**config.mk**
```make
export PLATFORM = sky130hd
export DESIGN_NAME = ps2_key_tracker
export DESIGN_NICKNAME = d
export VERILOG_FILES = /design/src/rtl/ps2_key_tracker.sv
export SDC_FILE = /design/constraint.sdc
export NUM_CORES = 1
export LEC_CHECK = 0
export BUFFER_PORTS_ARGS = -buffer_cell sky130_fd_sc_hd__buf_2
export CAP_MARGIN = 30
export CORE_MARGIN = 10
export CORE_UTILIZATION = 60
export DETAILED_ROUTE_END_ITERATION = 6
export GPL_TIMING_DRIVEN = 0
export PLACE_DENSITY = 0.84
export SLEW_MARGIN = 0
export SYNTH_ARGS = -nofsm -noshare
export SYNTH_HDL_FRONTEND = slang
export SYNTH_SLANG_ARGS = --single-unit
export TNS_END_PERCENT = 30
```
**constraint.sdc**
```tcl
create_clock -name CLOCK_50 -period 7.1 [get_ports CLOCK_50]
set_input_delay 2.13 -clock CLOCK_50 [delete_from_list [all_inputs] [get_ports CLOCK_50]]
set_output_delay 2.13 -clock CLOCK_50 [all_outputs]
set_load 0.01 [all_outputs]
```
**src/rtl/ps2_key_tracker.sv**
```systemverilog
// PS/2 Set-2 scan-code tracker: resolves E0/F0 prefixes, skips the Pause sequence,
// and keeps held/press/release state for a parameterised list of keys.
module ps2_key_tracker #(
  parameter int NUM_KEYS = 9,
  parameter logic [9*NUM_KEYS-1:0] KEY_CODES = {9'h174, 9'h16B, 9'h172, 9'h175, 9'h05A,
                                                9'h023, 9'h01B, 9'h01C, 9'h01D},
  parameter int TIMEOUT_CYCLES = 2_500_000
) (
  input  logic                CLOCK_50,
  input  logic                resetn,
  input  logic [7:0]          received_data,
  input  logic                received_data_en,
  output logic [NUM_KEYS-1:0] key_held,
  output logic [NUM_KEYS-1:0] key_press,
  output logic [NUM_KEYS-1:0] key_release,
  output logic                any_held,
  output logic                code_valid,
  output logic [8:0]          last_code,
  output logic                last_is_break,
  output logic                seq_error
);

  localparam int TW = $clog2(TIMEOUT_CYCLES + 1);

  typedef enum logic [2:0] {
    IDLE    = 3'd0,
    EXT     = 3'd1,
    BRK     = 3'd2,
    EXT_BRK = 3'd3,
    SKIP    = 3'd4
  } state_t;

  state_t              state_q, state_d;
  logic [2:0]          skip_q, skip_d;
  logic [TW-1:0]       tcnt_q, tcnt_d;
  logic [NUM_KEYS-1:0] held_q, held_d;
  logic [NUM_KEYS-1:0] press_q, press_d;
  logic [NUM_KEYS-1:0] release_q, release_d;
  logic                any_q, any_d;
  logic                valid_q, valid_d;
  logic [8:0]          last_code_q, last_code_d;
  logic                last_brk_q, last_brk_d;
  logic                seq_err_q, seq_err_d;

  logic                do_make_s, do_break_s;
  logic [8:0]          res_code_s;

  always_ff @(posedge CLOCK_50) begin
    if (!resetn) begin
      state_q     <= IDLE;
      skip_q      <= 3'd0;
      tcnt_q      <= '0;
      held_q      <= '0;
      press_q     <= '0;
      release_q   <= '0;
      any_q       <= 1'b0;
      valid_q     <= 1'b0;
      last_code_q <= 9'h000;
      last_brk_q  <= 1'b0;
      seq_err_q   <= 1'b0;
    end else begin
      state_q     <= state_d;
      skip_q      <= skip_d;
      tcnt_q      <= tcnt_d;
      held_q      <= held_d;
      press_q     <= press_d;
      release_q   <= release_d;
      any_q       <= any_d;
      valid_q     <= valid_d;
      last_code_q <= last_code_d;
      last_brk_q  <= last_brk_d;
      seq_err_q   <= seq_err_d;
    end
  end

  always_comb begin
    state_d     = state_q;
    skip_d      = skip_q;
    tcnt_d      = tcnt_q;
    held_d      = held_q;
    press_d     = '0;
    release_d   = '0;
    valid_d     = 1'b0;
    last_code_d = last_code_q;
    last_brk_d  = last_brk_q;
    seq_err_d   = 1'b0;
    do_make_s   = 1'b0;
    do_break_s  = 1'b0;
    res_code_s  = {1'b0, received_data};

    if (received_data_en) begin
      // A byte always wins over a timeout expiring in the same cycle.
      tcnt_d = '0;
      case (state_q)
        IDLE: begin
          case (received_data)
            8'hE0: state_d = EXT;
            8'hF0: state_d = BRK;
            8'hE1: begin
              state_d = SKIP;
              skip_d  = 3'd7;
            end
            8'h00, 8'hFA, 8'hFE, 8'hEE, 8'hFF: state_d = IDLE;
            8'hAA: held_d = '0;
            default: do_make_s = 1'b1;
          endcase
        end
        EXT: begin
          if (received_data == 8'hF0) begin
            state_d = EXT_BRK;
          end else if (received_data == 8'hE0) begin
            state_d = EXT;
          end else begin
            do_make_s  = 1'b1;
            res_code_s = {1'b1, received_data};
            state_d    = IDLE;
          end
        end
        BRK: begin
          if (received_data == 8'hF0) begin
            state_d = BRK;
          end else begin
            do_break_s = 1'b1;
            state_d    = IDLE;
          end
        end
        EXT_BRK: begin
          if ((received_data == 8'hE0) || (received_data == 8'hF0)) begin
            state_d = EXT_BRK;
          end else begin
            do_break_s = 1'b1;
            res_code_s = {1'b1, received_data};
            state_d    = IDLE;
          end
        end
        SKIP: begin
          skip_d = skip_q - 3'd1;
          if (skip_q <= 3'd1) begin
            state_d = IDLE;
          end else begin
            state_d = SKIP;
          end
        end
        default: state_d = IDLE;
      endcase
    end else if (state_q != IDLE) begin
      if (tcnt_q == TW'(TIMEOUT_CYCLES)) begin
        state_d   = IDLE;
        tcnt_d    = '0;
        seq_err_d = 1'b1;
      end else begin
        tcnt_d = tcnt_q + TW'(1);
      end
    end else begin
      tcnt_d = '0;
    end

    if (do_make_s || do_break_s) begin
      valid_d     = 1'b1;
      last_code_d = res_code_s;
      last_brk_d  = do_break_s;
    end else begin
      valid_d = 1'b0;
    end

    // Every matching entry updates, so duplicate codes move together.
    for (int i = 0; i < NUM_KEYS; i++) begin
      if (KEY_CODES[9*i +: 9] == res_code_s) begin
        if (do_make_s && !held_q[i]) begin
          held_d[i]  = 1'b1;
          press_d[i] = 1'b1;
        end else if (do_break_s && held_q[i]) begin
          held_d[i]    = 1'b0;
          release_d[i] = 1'b1;
        end else begin
          held_d[i] = held_d[i];
        end
      end else begin
        held_d[i] = held_d[i];
      end
    end

    any_d = |held_d;
  end

  assign key_held      = held_q;
  assign key_press     = press_q;
  assign key_release   = release_q;
  assign any_held      = any_q;
  assign code_valid    = valid_q;
  assign last_code     = last_code_q;
  assign last_is_break = last_brk_q;
  assign seq_error     = seq_err_q;

endmodule

```
-- Yosys cells after proc, flatten, opt, wreduce, memory -nomap -nowiden
Index checks and enable logic that the tools add are counted.
- add/sub/neg operators: 2
- $lt $le $gt $ge: 1
- eq/ne operators: 24
- mux-type cells: 76
- bitwise operators: 11
- reductions and logical operators: 60
- operators with widths (operator ; count):
    equality test 8 bit (second input constant) ; 8
    2-to-1 mux 9 bit ; 7
    2-to-1 mux 1 bit ; 55
    equality test 9 bit (first input constant) ; 4
    OR reduction 3 bit ; 10
    equality test 5 x 9 -> 1 bit (first input constant) ; 3
    adder 22 x 1 -> 22 bit (second input constant) ; 1
    equality test 22 bit (second input constant) ; 1
    logical AND 1 bit ; 18
    one-hot mux 9 bit (2 select lines) ; 1
    AND reduction 2 bit ; 9
    OR reduction 9 bit ; 2
    2-to-1 mux 3 bit ; 5
    one-hot mux 3 bit (5 select lines) ; 1
    one-hot mux 3 bit (4 select lines) ; 1
    inverter 1 bit ; 11
    equality test 6 x 9 -> 1 bit (first input constant) ; 1
    equality test 7 x 9 -> 1 bit (first input constant) ; 1
    logical NOT 1 bit ; 9
    logical NOT 8 bit ; 1
    equality test 3 x 2 -> 1 bit (second input constant) ; 2
    2-to-1 mux 2 bit ; 3
    inequality test 6 x 4 -> 1 bit (second input constant) ; 1
    one-hot mux 3 bit (2 select lines) ; 1
    other kinds (13) ; 18
- register bits after elaboration: 68
- bits of input ports: 11
- output and inout port bits: 40
- logic and storage cells: 201

-- Depth between registers and ports, before layout
Gate-level depths: netlist of the first run.
- word-level depth: 10
- gate-level depth with buffers: 9

-- Worst setup path after synthesis of the first run
OpenSTA, ideal clock, no wires.
- kind: input port to flip-flop
- start point: input port received_data[2]
- end point: register any_q (netlist: any_held)
- setup time: 0.125 ns
- arrival: 4.264 ns
- data required time: 6.975 ns
- path slack: 2.710 ns
- stages: 9
- path buffers: 2
- cell sequence: buf_2 nor4_1 and2_1 buf_2 or3_1 o21ai_1 a32o_1 or4b_1 o41a_1
- longest elaborated chain between the ends: 10
- elaborated cells on any way between the ends: 83
- RTL lines (element ; RTL line ; text):
    start, declared ; 11 ; input logic [7:0] received_data,
    branches (longest 9 deep; another with OR reduction 9 bit) ; -- ;
    OR reduction 9 bit * ; 183 ; any_d = |held_d;
    end signal, assigned ; 68 ; any_q <= any_d;
    end, declared ; 39 ; logic any_q, any_d;
Every way passes the cells marked *.
A chain may end at the register's enable or synchronous reset.

-- Worst setup path after layout of the first run
- start point: input port received_data_en
- end point: register any_q (netlist: any_held)
- longest elaborated chain between the ends: 6
- elaborated cells on any way between the ends: 59
- RTL lines (element ; RTL line ; text):
    start, declared ; 12 ; input logic received_data_en,
    2-to-1 mux 1 bit ; 91 ; if (received_data_en) begin
    logical AND 1 bit ; 172 ; end else if (do_break_s && held_q[i]) begin
    2-to-1 mux 1 bit ; 172 ;
    2-to-1 mux 1 bit ; 169 ; if (do_make_s && !held_q[i]) begin
    2-to-1 mux 1 bit ; 168 ; if (KEY_CODES[9*i +: 9] == res_code_s) begin
    OR reduction 9 bit * ; 183 ;
Mark *: on every way between the ends. The rest lies on a longest branch, timed or not.

==> results of run 1 <==
==> final cells by class <==
type                       instances  share of cell area (%)
timing repair buffer              47                    6.37
clock buffer                       9                    3.35
buffer                            17                    2.71
sequential                        68                    36.8
clock inverter                     7                    2.03
multi-input combinational        268                    44.9
inverter                          14                    1.42
tap                               70                    2.37
==> report_power, final <==
group / switching, uW / internal [uW]
clock: 152 / 163
combinational: 27.3 / 18.0
sequential: 1.78 / 385
==> state kept, by name (all words and copies together) (netlist names) <==
signal / count
last_is_break: 1
key_held: 9
seq_error: 1
code_valid: 1
state_q: 3
any_held: 1
key_press: 9
last_code: 9
tcnt_q: 22
key_release: 9
skip_q: 3
==> routing by layer <==
| metal | up-vias | GRT usage (%) | part of all wire [%] |
|---|---|---|---|
| met5 | - | 0 | 0 |
| met4 | 0 | 9.00 | 2.1 |
| met3 | 16 | 4.20 | 6.0 |
| met2 | 86 | 31.1 | 50 |
| met1 | 1287 | 19.5 | 42 |
| li1 | 1399 | - | - |
==> cells by family (layout without fill, tap and decap cells) <==
logic type               after synthesis  in the layout
multiplexers                           8              8
adder cells (fa/ha/maj)                4              4
flip-flops                            68             68
XOR/XNOR                              18             18
buffers and inverters                 31             94
AND/OR/NAND/NOR                      190            190
AO/OA/AOI/OAI                         48             48
==> layout by cell type, fill, tap and decap left out, drive strengths merged, types with 4 or more instances in the layout <==
| cell | count |
|---|---|
| nor2 | 44 |
| or2 | 4 |
| buf | 57 |
| nor4 | 8 |
| clkbuf | 16 |
| a21oi | 13 |
| mux2i | 8 |
| nand3 | 15 |
| dfxtp | 68 |
| nand4b | 5 |
| and2 | 9 |
| xnor2 | 5 |
| nor3 | 14 |
| or3 | 10 |
| nor2b | 16 |
| ha | 4 |
| and3 | 7 |
| o21ai | 9 |
| inv | 15 |
| a21boi | 5 |
| nand2 | 30 |
| nand4 | 6 |
| nand3b | 5 |
| xor2 | 13 |
==> per-stage QoR <==
stage	hold WS (ns)	total power [uW]
after floorplan	0.441	426
after global placement	0.455	439
after detailed placement	0.466	441
after CTS	0.485	750
after global routing	0.507	769
final	0.480	747
==> worst max-delay path by stage <==
stage | start | to | slack [ns]
finish | received_data_en | any_held | 2.51
floorplan | received_data[2] | any_held | 2.71
global route | received_data_en | any_held | 2.32
CTS | received_data_en | any_held | 2.59
global placement | received_data_en | any_held | 2.22
detailed placement | received_data_en | any_held | 2.24
==> worst max-delay path, delay by kind of cell <==
family	cells	cell delay, ns
buf+inv	2	0.26
compound gates	2	0.71
simple gates	4	1.71
==> run summary, run 1 <==
* 0 — number of failing setup endpoints in the final timing report
* input pin to register — path type of the worst setup path
* 2.51 ns — final worst-path setup slack
* 0 — count of warnings emitted by yosys
* 15.1 um — post-detailed-route wirelength per cell
* 0.0114 ns — Setup Skew
* finished, final reports clean — run status
* 8.65 um^2 — average footprint of a synthesized cell
* simple AND/OR/NAND/NOR gates — main combinational cell family by area after synthesis
* 68 — FF+latch count, synth
* 6 — depth of the most critical reg-to-reg path
* 17.7% — GRT Total Usage
* register to register — type of the most critical hold path
* 26 — placement row count
* 440 — Nets
* 0 — maximum capacitance violations
* 14 — maximum number of pins on one net before global-route repair
* 0.07 ns — Clock Pin Slew Worst Setup and Hold Paths
* 72.3% — Util after Layout
* register — kind of capture point of the worst setup path
* 2764 — number of global-route vias before repair
* 367 — cell count after synthesis
* 0.784 ns — transition at the pin with the smallest max-transition slack
* sky130_fd_sc_hd__clkbuf_8 — library cell used as clock root buffer
* 4.81 ns — CP Data Arrival Time
* 42.9% — top-area cell type share of the netlist area
* tcnt_q[0] — startpoint of the tightest hold check path
* 57 — distinct cell type count of the synthesized netlist
* tcnt_q[0] — endpoint of the worst hold-timing path
* 0 ns — Setup TNS
* 0 — DR DRC count
* 406 — # fillers
* 0 — number of enable flip-flop cells after synthesis
* 16.4% — synthesis-to-layout area growth
* sky130_fd_sc_hd__nor4b_1 — library cell contributing the largest single delay on the critical path
* 1.58% — share of synthesized cell area in full adder, half adder and majority cells
* 0 — final-report hold violation count
* 0% — ys async rst share
* 0 — count of buffers added by post-CTS timing repair for setup
* 0.77 ns — delay of the slowest cell on the worst path
* 3 — H-tree levels
* 0 — ANT cells
* 0.155 mV — worst voltage drop across the vdd grid
* 0.00860 mm^2 — Die Footprint
* 1 — depth of the worst hold-timing path
* 64.6% — Tcrit/Tclk final
* 0.00511 mm^2 — core region area
* 68 — clock sink total
* 0 — post-route antenna net violation count
* 10.4% — area fraction in compound gates after synthesis
* 10 — largest fanout of any net on the critical path
* 5.58 — Via-to-Cell Ratio
* 92.7 um — width of the die
* 92.7 um — vertical die dimension
* 42.9% — share of the yosys chip area belonging to registers
* 32.8% — simple-gate share of the synthesized area
* 0.35 ns — source-to-sink clock delay at the later pin of the worst-skew pair
* state_q[2] — source of the worst register-to-register timing path
* 202 mW/mm^2 — power density over cell area
* sky130_fd_sc_hd__dfxtp_1, sky130_fd_sc_hd__nor2_1, sky130_fd_sc_hd__nand2_1 — top cells by instance count after synthesis
* 500 — final non-filler cell total
* 19.8% — share of layout cells above drive strength 1
* 0.00369 mm^2 — final standard cell area without fillers
* 2788 — via count
* 7.32 ns — required time of the critical path
* 2.52% — multiplexer share of the synthesized area
* 0.218 GHz — highest attainable clock frequency
* 382 — post-synth net total
* no — setup repair after global routing missed its margin
* 2.24 ns — setup slack after placement
* 140 — Iteration-0 DRC Markers
* 47.0% — worst rel slew slack
* 0.00317 mm^2 — Post-Synthesis Cell Area
* 0 — Pins Over Slew Limit
* 47 — total of buffers placed on input and output ports
* 4.59 ns — minimum clock period after layout
* 0 — initial antenna violation count
* 5.53 mm — detailed placer's ending HPWL
* sky130_fd_sc_hd__dfxtp_1 — library cell occupying the most area in the post-synthesis netlist
* 4.97% — XOR/XNOR Fraction of Synth Area
* 7.54 mm — total wire length after detailed routing
* 0 — sum of overflow across all layers after global routing
* 51 — Boundary Pins
* 0 — post-cts sizing count
* 0 — cts-stage hold buffer count
* input pin — CP startpoint kind
* 4.10 ns — Register-to-Register Setup Slack
* 0.00148 uW — Leakage
* buf_2, buf_4, nand3b_1, nor4b_1, nand3_1, a211oi_2, or4b_1, o41a_1 — cells along the critical path
* 5 — first-pass iteration count of the detailed router
* 12.6 mm — global-route wire length before repair
* 0.00350 mm^2 — area post-placement
* sky130_fd_sc_hd__dfxtp_1 — Primary FF master, synth
* 0.00166 mm^2 — combined area of the multi-input logic cells
* 2 — buffer levels on the longest clock path
* 0.870 — Final Wtd Congestion
* 0.00136 mm^2 — sequential standard cell area
* yes — clock tree from TritonCTS
* 62.1% — initial core utilization
* 484 — DP Cell Count
* sky130_fd_sc_hd__dfxtp_1 — most common cell in the synthesized netlist
* sky130_fd_sc_hd__dfxtp_1, sky130_fd_sc_hd__nor2_1, sky130_fd_sc_hd__xor2_1 — synth top area cells
* any_held — end of the worst register-to-register path
* 9 — number of buffers inserted during clock tree synthesis
Note: power is estimated with default switching activity, not from simulation.
==> inputs of run 2 (changes only) <==
Settings changed: ABC_AREA from default to 1, CORE_UTILIZATION 60 to 51, PLACE_DENSITY 0.84 to 0.76.
Clock period 7.1 ns to 3.87 ns, I/O delays scaled along.
==> run 2 against run 1 <==
Register-to-register slack got worse by 2.3 ns. Global-route usage fell by 1.7 points. Final area increased by 0.44%. Synthesized area is 1.3% higher. Sequential power increased by 86%. Non-clock buffer count fell by 6. Largest cell class unchanged. Largest power group unchanged.
==> run summary, run 2 <==
* finished, final reports clean — run status
* 1 — depth of the worst hold-timing path, unchanged
* 0.00355 mm^2 — area post-placement, +1.7%
* 99.4 um — vertical die dimension, +7.2%
* 0.00988 mm^2 — Die Footprint, +15%
* 42.3% — share of the yosys chip area belonging to registers, -0.57 points
* 1.81 ns — Register-to-Register Setup Slack, -2.29 ns
* sky130_fd_sc_hd__nand2_1 — most common library cell in the layout ignoring fill and taps
* 53.4% — initial core utilization, -8.8 points
* 34 — distinct cell type count of the synthesized netlist, -40%
* 6.99 um^2 — average footprint of a synthesized cell, -19%
* 0 — DR DRC count, unchanged
* 11 — depth of the most critical reg-to-reg path, +5
* 460 — cell count after synthesis, +25%
* 0 — Pins Over Slew Limit, unchanged
* 553 — # fillers, +36%
* 22 — max reg flops, unchanged
* 68 — clock sink total, unchanged
* 0.36 ns — delay of the slowest cell on the worst path, -0.41 ns
* simple AND/OR/NAND/NOR gates — dominant delay contributor by cell family on the critical path
* no — setup repair after global routing missed its margin
* 0.06 ns — Clock Pin Slew Worst Setup and Hold Paths, about the same
* 0 — number of enable flip-flop cells after synthesis, unchanged
* 535 — Nets, +22%
* 0 — count of warnings emitted by yosys, unchanged
* 68 — FF+latch count, synth, unchanged
* 4.09 ns — required time of the critical path, -3.23 ns
* tcnt_q[0] — endpoint of the worst hold-timing path
* 0.00603 mm^2 — core region area, +18%
* 0 — post-cts sizing count, unchanged
* 15.4% — synthesis-to-layout area growth
* 0% — ys async rst share, unchanged
* 0.00556 ns — Setup Skew, -0.00584 ns
* 9 — number of buffers inserted during clock tree synthesis, unchanged
* 0 — post-route antenna net violation count, unchanged
* 0.612 ns — transition at the pin with the smallest max-transition slack, -0.172 ns
* tcnt_q[10] — end of the worst register-to-register path
* 0 — initial antenna violation count, unchanged
* 0.372 GHz — highest attainable clock frequency
* 0 — count of buffers added by post-CTS timing repair for setup, unchanged
* 0 ns — Setup TNS, unchanged
* tcnt_q — largest register by flop count
* 7.91 mm — total wire length after detailed routing, +4.9%
* 51 — Boundary Pins, unchanged
* yes — clock tree from TritonCTS
* buf_2, inv_1, nand2_1, nor3_1, nand2_1, nor3_1, nand2_1, nand2_1, nand2_1, nor2_1, nand2_1, nor2_1, nor2_1 — cells along the critical path
* 2810 — number of global-route vias before repair, +1.7%
* 0.00162 uW — Leakage, +9.8%
* 42.3% — top-area cell type share of the netlist area, -0.57 points
* 0 — final-report hold violation count, unchanged
* 354 mW/mm^2 — power density over cell area, +75%
* 0 — ANT cells, unchanged
* 0 — number of failing setup endpoints in the final timing report, unchanged
* sky130_fd_sc_hd__nand2_1 — most common cell in the synthesized netlist
* 0.242 mV — worst voltage drop across the vdd grid, +56%
* 49 — total of buffers placed on input and output ports, +4.3%
* 6.15 mm — detailed placer's ending HPWL, +11%
* 16.1% — GRT Total Usage, -1.7 points
* 5.32 — Via-to-Cell Ratio, -4.6%
* 99.4 um — width of the die, +7.2%
* 5 — largest fanout of any net on the critical path, -5
* sky130_fd_sc_hd__nor3_1 — library cell contributing the largest single delay on the critical path
* 475 — post-synth net total, +24%
* tcnt_q[0] — startpoint of the tightest hold check path
* 229 — Iteration-0 DRC Markers, +64%
* sky130_fd_sc_hd__nand2_1 — cell with the most instances on the worst path
* 2.69 ns — minimum clock period after layout
* 13.2 um — post-detailed-route wirelength per cell, -12%
* 59.2% — worst rel slew slack, +12 points
* 0 — maximum capacitance violations, unchanged
* 2 — buffer levels on the longest clock path, unchanged
* 0.904 — Final Wtd Congestion, +4.0%
* 0.00157 mm^2 — combined area of the multi-input logic cells, -5.4%
* register to register — type of the most critical hold path
* register — kind of capture point of the worst setup path
* 28 — placement row count, +7.7%
* 2 — Critical path buffers and inverters, unchanged
* sky130_fd_sc_hd__nand2_1, sky130_fd_sc_hd__dfxtp_1, sky130_fd_sc_hd__nor2_1 — top library cells by usage in the layout, fill and taps aside
* tcnt_q[0] — source of the worst register-to-register timing path
* sky130_fd_sc_hd__dfxtp_1, sky130_fd_sc_hd__nand2_1, sky130_fd_sc_hd__nor2_1 — synth top area cells
* 61.6% — Util after Layout, -11 points
* sky130_fd_sc_hd__nand2_1, sky130_fd_sc_hd__dfxtp_1, sky130_fd_sc_hd__nor2_1 — top cells by instance count after synthesis
* 69.4% — Tcrit/Tclk final
* 3180 — via count, +14%
* 0 — sum of overflow across all layers after global routing, unchanged
* 0.450 ns — final hold slack, -0.0302 ns
* 0.00322 mm^2 — Post-Synthesis Cell Area, +1.3%
* sky130_fd_sc_hd__clkbuf_8 — library cell used as clock root buffer
* 0.00371 mm^2 — final standard cell area without fillers, +0.44%
* input pin — CP startpoint kind
* 13.0 mm — global-route wire length before repair, +3.5%
* 5 — first-pass iteration count of the detailed router, unchanged
* 0.35 ns — source-to-sink clock delay at the later pin of the worst-skew pair, about the same
* 2.91 ns — CP Data Arrival Time, -1.90 ns
* 11 — maximum number of pins on one net before global-route repair, -3
* 0.00136 mm^2 — sequential standard cell area, unchanged
* input pin to register — path type of the worst setup path
* 18.5% — share of layout cells above drive strength 1, -1.2 points
* 0 — cts-stage hold buffer count, unchanged
* sky130_fd_sc_hd__dfxtp_1 — Primary FF master, synth
* sky130_fd_sc_hd__dfxtp_1 — library cell occupying the most area in the post-synthesis netlist
* 3 — H-tree levels, unchanged
-- run 2: cell count changes after synthesis, moves of 9 or more --
cell	change
sky130_fd_sc_hd__nor2_1	+22
sky130_fd_sc_hd__a21oi_1	+24
sky130_fd_sc_hd__inv_1	+42
sky130_fd_sc_hd__nand3_1	+16
sky130_fd_sc_hd__nor3_1	+19
sky130_fd_sc_hd__or3_1	-9
sky130_fd_sc_hd__nor2b_1	-16
sky130_fd_sc_hd__nand2_1	+51
sky130_fd_sc_hd__xor2_1	-11
-- run 2: cell type report --
cell class / count / area share, %
well taps: 75 / 2.53
inverters: 65 / 6.57
flip-flops and latches: 68 / 36.7
clock buffers: 11 / 3.81
clock inverters: 3 / 0.405
repair buffers: 49 / 6.61
plain buffers: 9 / 1.11
multi-input cells: 318 / 42.3
-- run 2: where the power goes --
part | leakage [uW] | total (uW) | switching (uW) | internal, uW
Clock | 0.0000848 | 487 | 248 | 239
Combinational | 0.000988 | 109 | 75.7 | 33.0
Sequential | 0.000550 | 718 | 6.48 | 712
-- run 2: cell families (layout without fill, tap and decap cells) --
family	count (synthesis)	after routing	share of synthesized area [%]
compound gates	58	58	9.65
xor+xnor	3	3	0.817
fa+ha+maj	4	4	1.56
buf+inv	74	137	8.87
flops	68	68	42.3
simple gates	253	253	36.8
-- run 2: per-stage QoR --
step	power (uW)	setup slack, ns	cells
2_1_floorplan	803	1.45	460
3_3_place_gp	840	0.866	584
3_5_place_dp	842	0.897	584
4_1_cts	1330	1.26	598
5_1_grt	1370	0.968	598
6_report	1310	1.18	598
-- run 2: how the worst max path moves through the flow --
stage | end | cells past startpoint | startpoint | slack (ns)
after detailed placement | any_held | 13 | received_data[6] | 0.90
after floorplan | any_held | 12 | received_data[6] | 1.45
after CTS | any_held | 13 | received_data[6] | 1.26
after global routing | any_held | 13 | received_data[6] | 0.97
after global placement | any_held | 13 | received_data[6] | 0.87
final | any_held | 13 | received_data[6] | 1.18
-- run 2: metal layers --
layer  vias to the layer above  track usage [%]  wire, um
li1                       1608                -         -
met4                         0             6.62       119
met5                         -                0         0
met1                      1468             20.8      3700
met2                        95             23.5      3470
met3                         9             5.74       622
==> inputs of run 3 (changes only) <==
Settings changed: ABC_AREA 1 to 0.
Clock period 3.87 ns to 2.3 ns, I/O delays scaled along.
==> run 3 against run 2 <==
The run now ends with negative setup slack left. Register-to-register slack got worse by 2.2 ns. Global-route usage decreased by 0.80 points. Routed wire length decreased by 3.4%. Largest power group unchanged. Clock power increased by 61%. Count of clock-buffer cells in the layout decreased by 1. Flip-flop and latch count unchanged. First-iteration DRC count decreased by 20%. Critical path depth decreased by 7. Non-clock buffer count increased by 12. Final area increased by 2.4%. Final cell count decreased by 15%. Via count decreased by 12%.
==> run summary, run 3 (synthesis results as in run 1) <==
* finished with violations — run status
* negative setup slack — failing checks
* 9 — number of failing setup endpoints in the final timing report, +9
* 0.00978 mm^2 — Die Footprint, -1.1%
* key_held[0] — startpoint of the tightest hold check path
* 0 — final-report hold violation count, unchanged
* 12.5 mm — global-route wire length before repair, -4.2%
* 19.8% — synthesis-to-layout area growth
* yes — setup repair after global routing missed its margin
* 6 — largest fanout of any net on the critical path, +1
* or3_4, or4_4, o211a_1, a211oi_2, or4b_1, o41a_1 — cells along the critical path
* 0.33 ns — source-to-sink clock delay at the later pin of the worst-skew pair, -0.02 ns
* 23.6% — share of layout cells above drive strength 1, +5.0 points
* 0.07 ns — Clock Pin Slew Worst Setup and Hold Paths, about the same
* state_q[0] — Worst Setup SP
* 9 — number of buffers inserted during clock tree synthesis, unchanged
* sky130_fd_sc_hd__clkbuf_8 — library cell used as clock root buffer
* register to register — path type of the worst setup path
* 0.631 ns — transition at the pin with the smallest max-transition slack, +0.0187 ns
* state_q[0] — source of the worst register-to-register timing path
* 11 — maximum number of pins on one net before global-route repair, unchanged
* 0 — sum of overflow across all layers after global routing, unchanged
* 3 — H-tree levels, unchanged
* 2 — buffer levels on the longest clock path, unchanged
* 2804 — via count, -12%
* 5.52 — Via-to-Cell Ratio, +3.8%
* 0 — DR DRC count, unchanged
* register — kind of capture point of the worst setup path
* 183 — Iteration-0 DRC Markers, -20%
* 5 — first-pass iteration count of the detailed router, unchanged
* 0 — Pins Over Slew Limit, unchanged
* 2600 — number of global-route vias before repair, -7.5%
* 446 — Nets, -17%
* 0.352 mV — worst voltage drop across the vdd grid, +45%
* 57.9% — worst rel slew slack, -1.3 points
* 0 — post-route antenna net violation count, unchanged
* 15.0 um — post-detailed-route wirelength per cell, +14%
* register — CP startpoint kind
* -0.397 ns — final worst-path setup slack, -1.58 ns
* 0.484 ns — final hold slack, +0.0347 ns
* sky130_fd_sc_hd__dfxtp_1, sky130_fd_sc_hd__buf_2, sky130_fd_sc_hd__nor2_1 — top library cells by usage in the layout, fill and taps aside
* 0.884 — Final Wtd Congestion, -2.2%
* 0.00512 ns — Setup Skew, -0.000447 ns
* sky130_fd_sc_hd__or4_4 — library cell contributing the largest single delay on the critical path
* 15.3% — GRT Total Usage, -0.80 points
* register to register — type of the most critical hold path
* -0.40 ns — Register-to-Register Setup Slack, -2.21 ns
* yes — clock tree from TritonCTS
* 28 — placement row count, unchanged
* 47 — total of buffers placed on input and output ports, -4.1%
* 0 — cts-stage hold buffer count, unchanged
* 117% — Tcrit/Tclk final
* 98.9 um — width of the die, -0.53%
* 2.52 ns — required time of the critical path, -1.57 ns
* 0 — ANT cells, unchanged
* tcnt_q — largest register by flop count
* 68 — clock sink total, unchanged
* 0.00599 mm^2 — core region area, -0.58%
* 53.0% — initial core utilization, -0.40 points
* 51 — Boundary Pins, unchanged
* 0.371 GHz — highest attainable clock frequency
* 0.59 ns — delay of the slowest cell on the worst path, +0.23 ns
* 0 — Critical path buffers and inverters, -2
* 98.9 um — vertical die dimension, -0.53%
* 2130 uW — Total Power Consumption, +62%
* 0 — initial antenna violation count, unchanged
* 0 — maximum capacitance violations, unchanged
* -0.895 ns — setup slack after placement, -1.79 ns
* sky130_fd_sc_hd__dfxtp_1 — most common library cell in the layout ignoring fill and taps
* 2.91 ns — CP Data Arrival Time, about the same
* 0.00153 uW — Leakage, -6.0%
* 561 mW/mm^2 — power density over cell area, +58%
* 2.70 ns — minimum clock period after layout
* simple AND/OR/NAND/NOR gates — dominant delay contributor by cell family on the critical path
* 5.53 mm — detailed placer's ending HPWL, -10%
* 22 — max reg flops, unchanged
* 7.64 mm — total wire length after detailed routing, -3.4%
==> run 3: cell count changes in the layout (fill, tap and decap cells not counted), sizes merged, moves of 16 or more <==
cell	change
nor3	-22
a21oi	-23
nand2	-59
inv	-50
nor2	-32
nand3	-16
nor2b	+16
==> run 3: routing by layer <==
metal / part of all wire (%) / global-route usage (%) / routed length, um / vias to the layer above
met1: 45 / 18.6 / 3400 / 1309
met3: 7.3 / 4.40 / 554 / 12
met2: 47 / 24.7 / 3560 / 73
li1: - / - / - / 1410
met4: 1.6 / 5.95 / 123 / 0
met5: 0 / 0 / 0 / -
==> run 3: tightest hold or removal path, delay by kind of cell, from the launching register on <==
kind,cells,cell delay (ns)
flip-flops,1,0.32
buffers and inverters,1,0.07
AND/OR/NAND/NOR,1,0.05
==> run 3: power by group <==
part | switching [uW] | leakage [uW] | total [uW] | internal [uW]
logic | 90.6 | 0.000902 | 155 | 64.2
clock network | 416 | 0.0000739 | 785 | 369
registers | 5.33 | 0.000551 | 1190 | 1190
==> run 3: timing repair <==
action | in CTS | in global routing
setup buffers | 6 | 2
resized for setup | 9 | 12
pin swaps | 8 | 4
endpoints found under the setup margin | 10 | 21
==> run 3: layout make-up <==
cell class | count | area (um^2)
clock inverter | 3 | 17.5
buffer | 15 | 106
inverter | 14 | 52.6
timing repair buffer | 55 | 295
tap | 75 | 93.8
sequential | 68 | 1370
multi-input combinational | 268 | 1740
clock buffer | 10 | 128
fill | 513 | 2190
==> run 3: path summary, 6_finish.rpt <==
kind | to | depth (start not counted)
min | key_release[0] | 2
max reg2reg | any_held | 6
min reg2reg | key_release[0] | 2
max | any_held | 6
==> run 3: stage by stage <==
stage          instance area [um^2]  util [%]  std cells  setup TNS, ns
6_report                       3800      63.5        508         -0.780
3_5_place_dp                   3560      59.4        489         -10.35
5_1_grt                        3800      63.5        508          -1.86
4_1_cts                        3760      62.8        506         -0.773
2_1_floorplan                  3230         -        367         -0.932
3_3_place_gp                   3560      59.4        489          -9.30
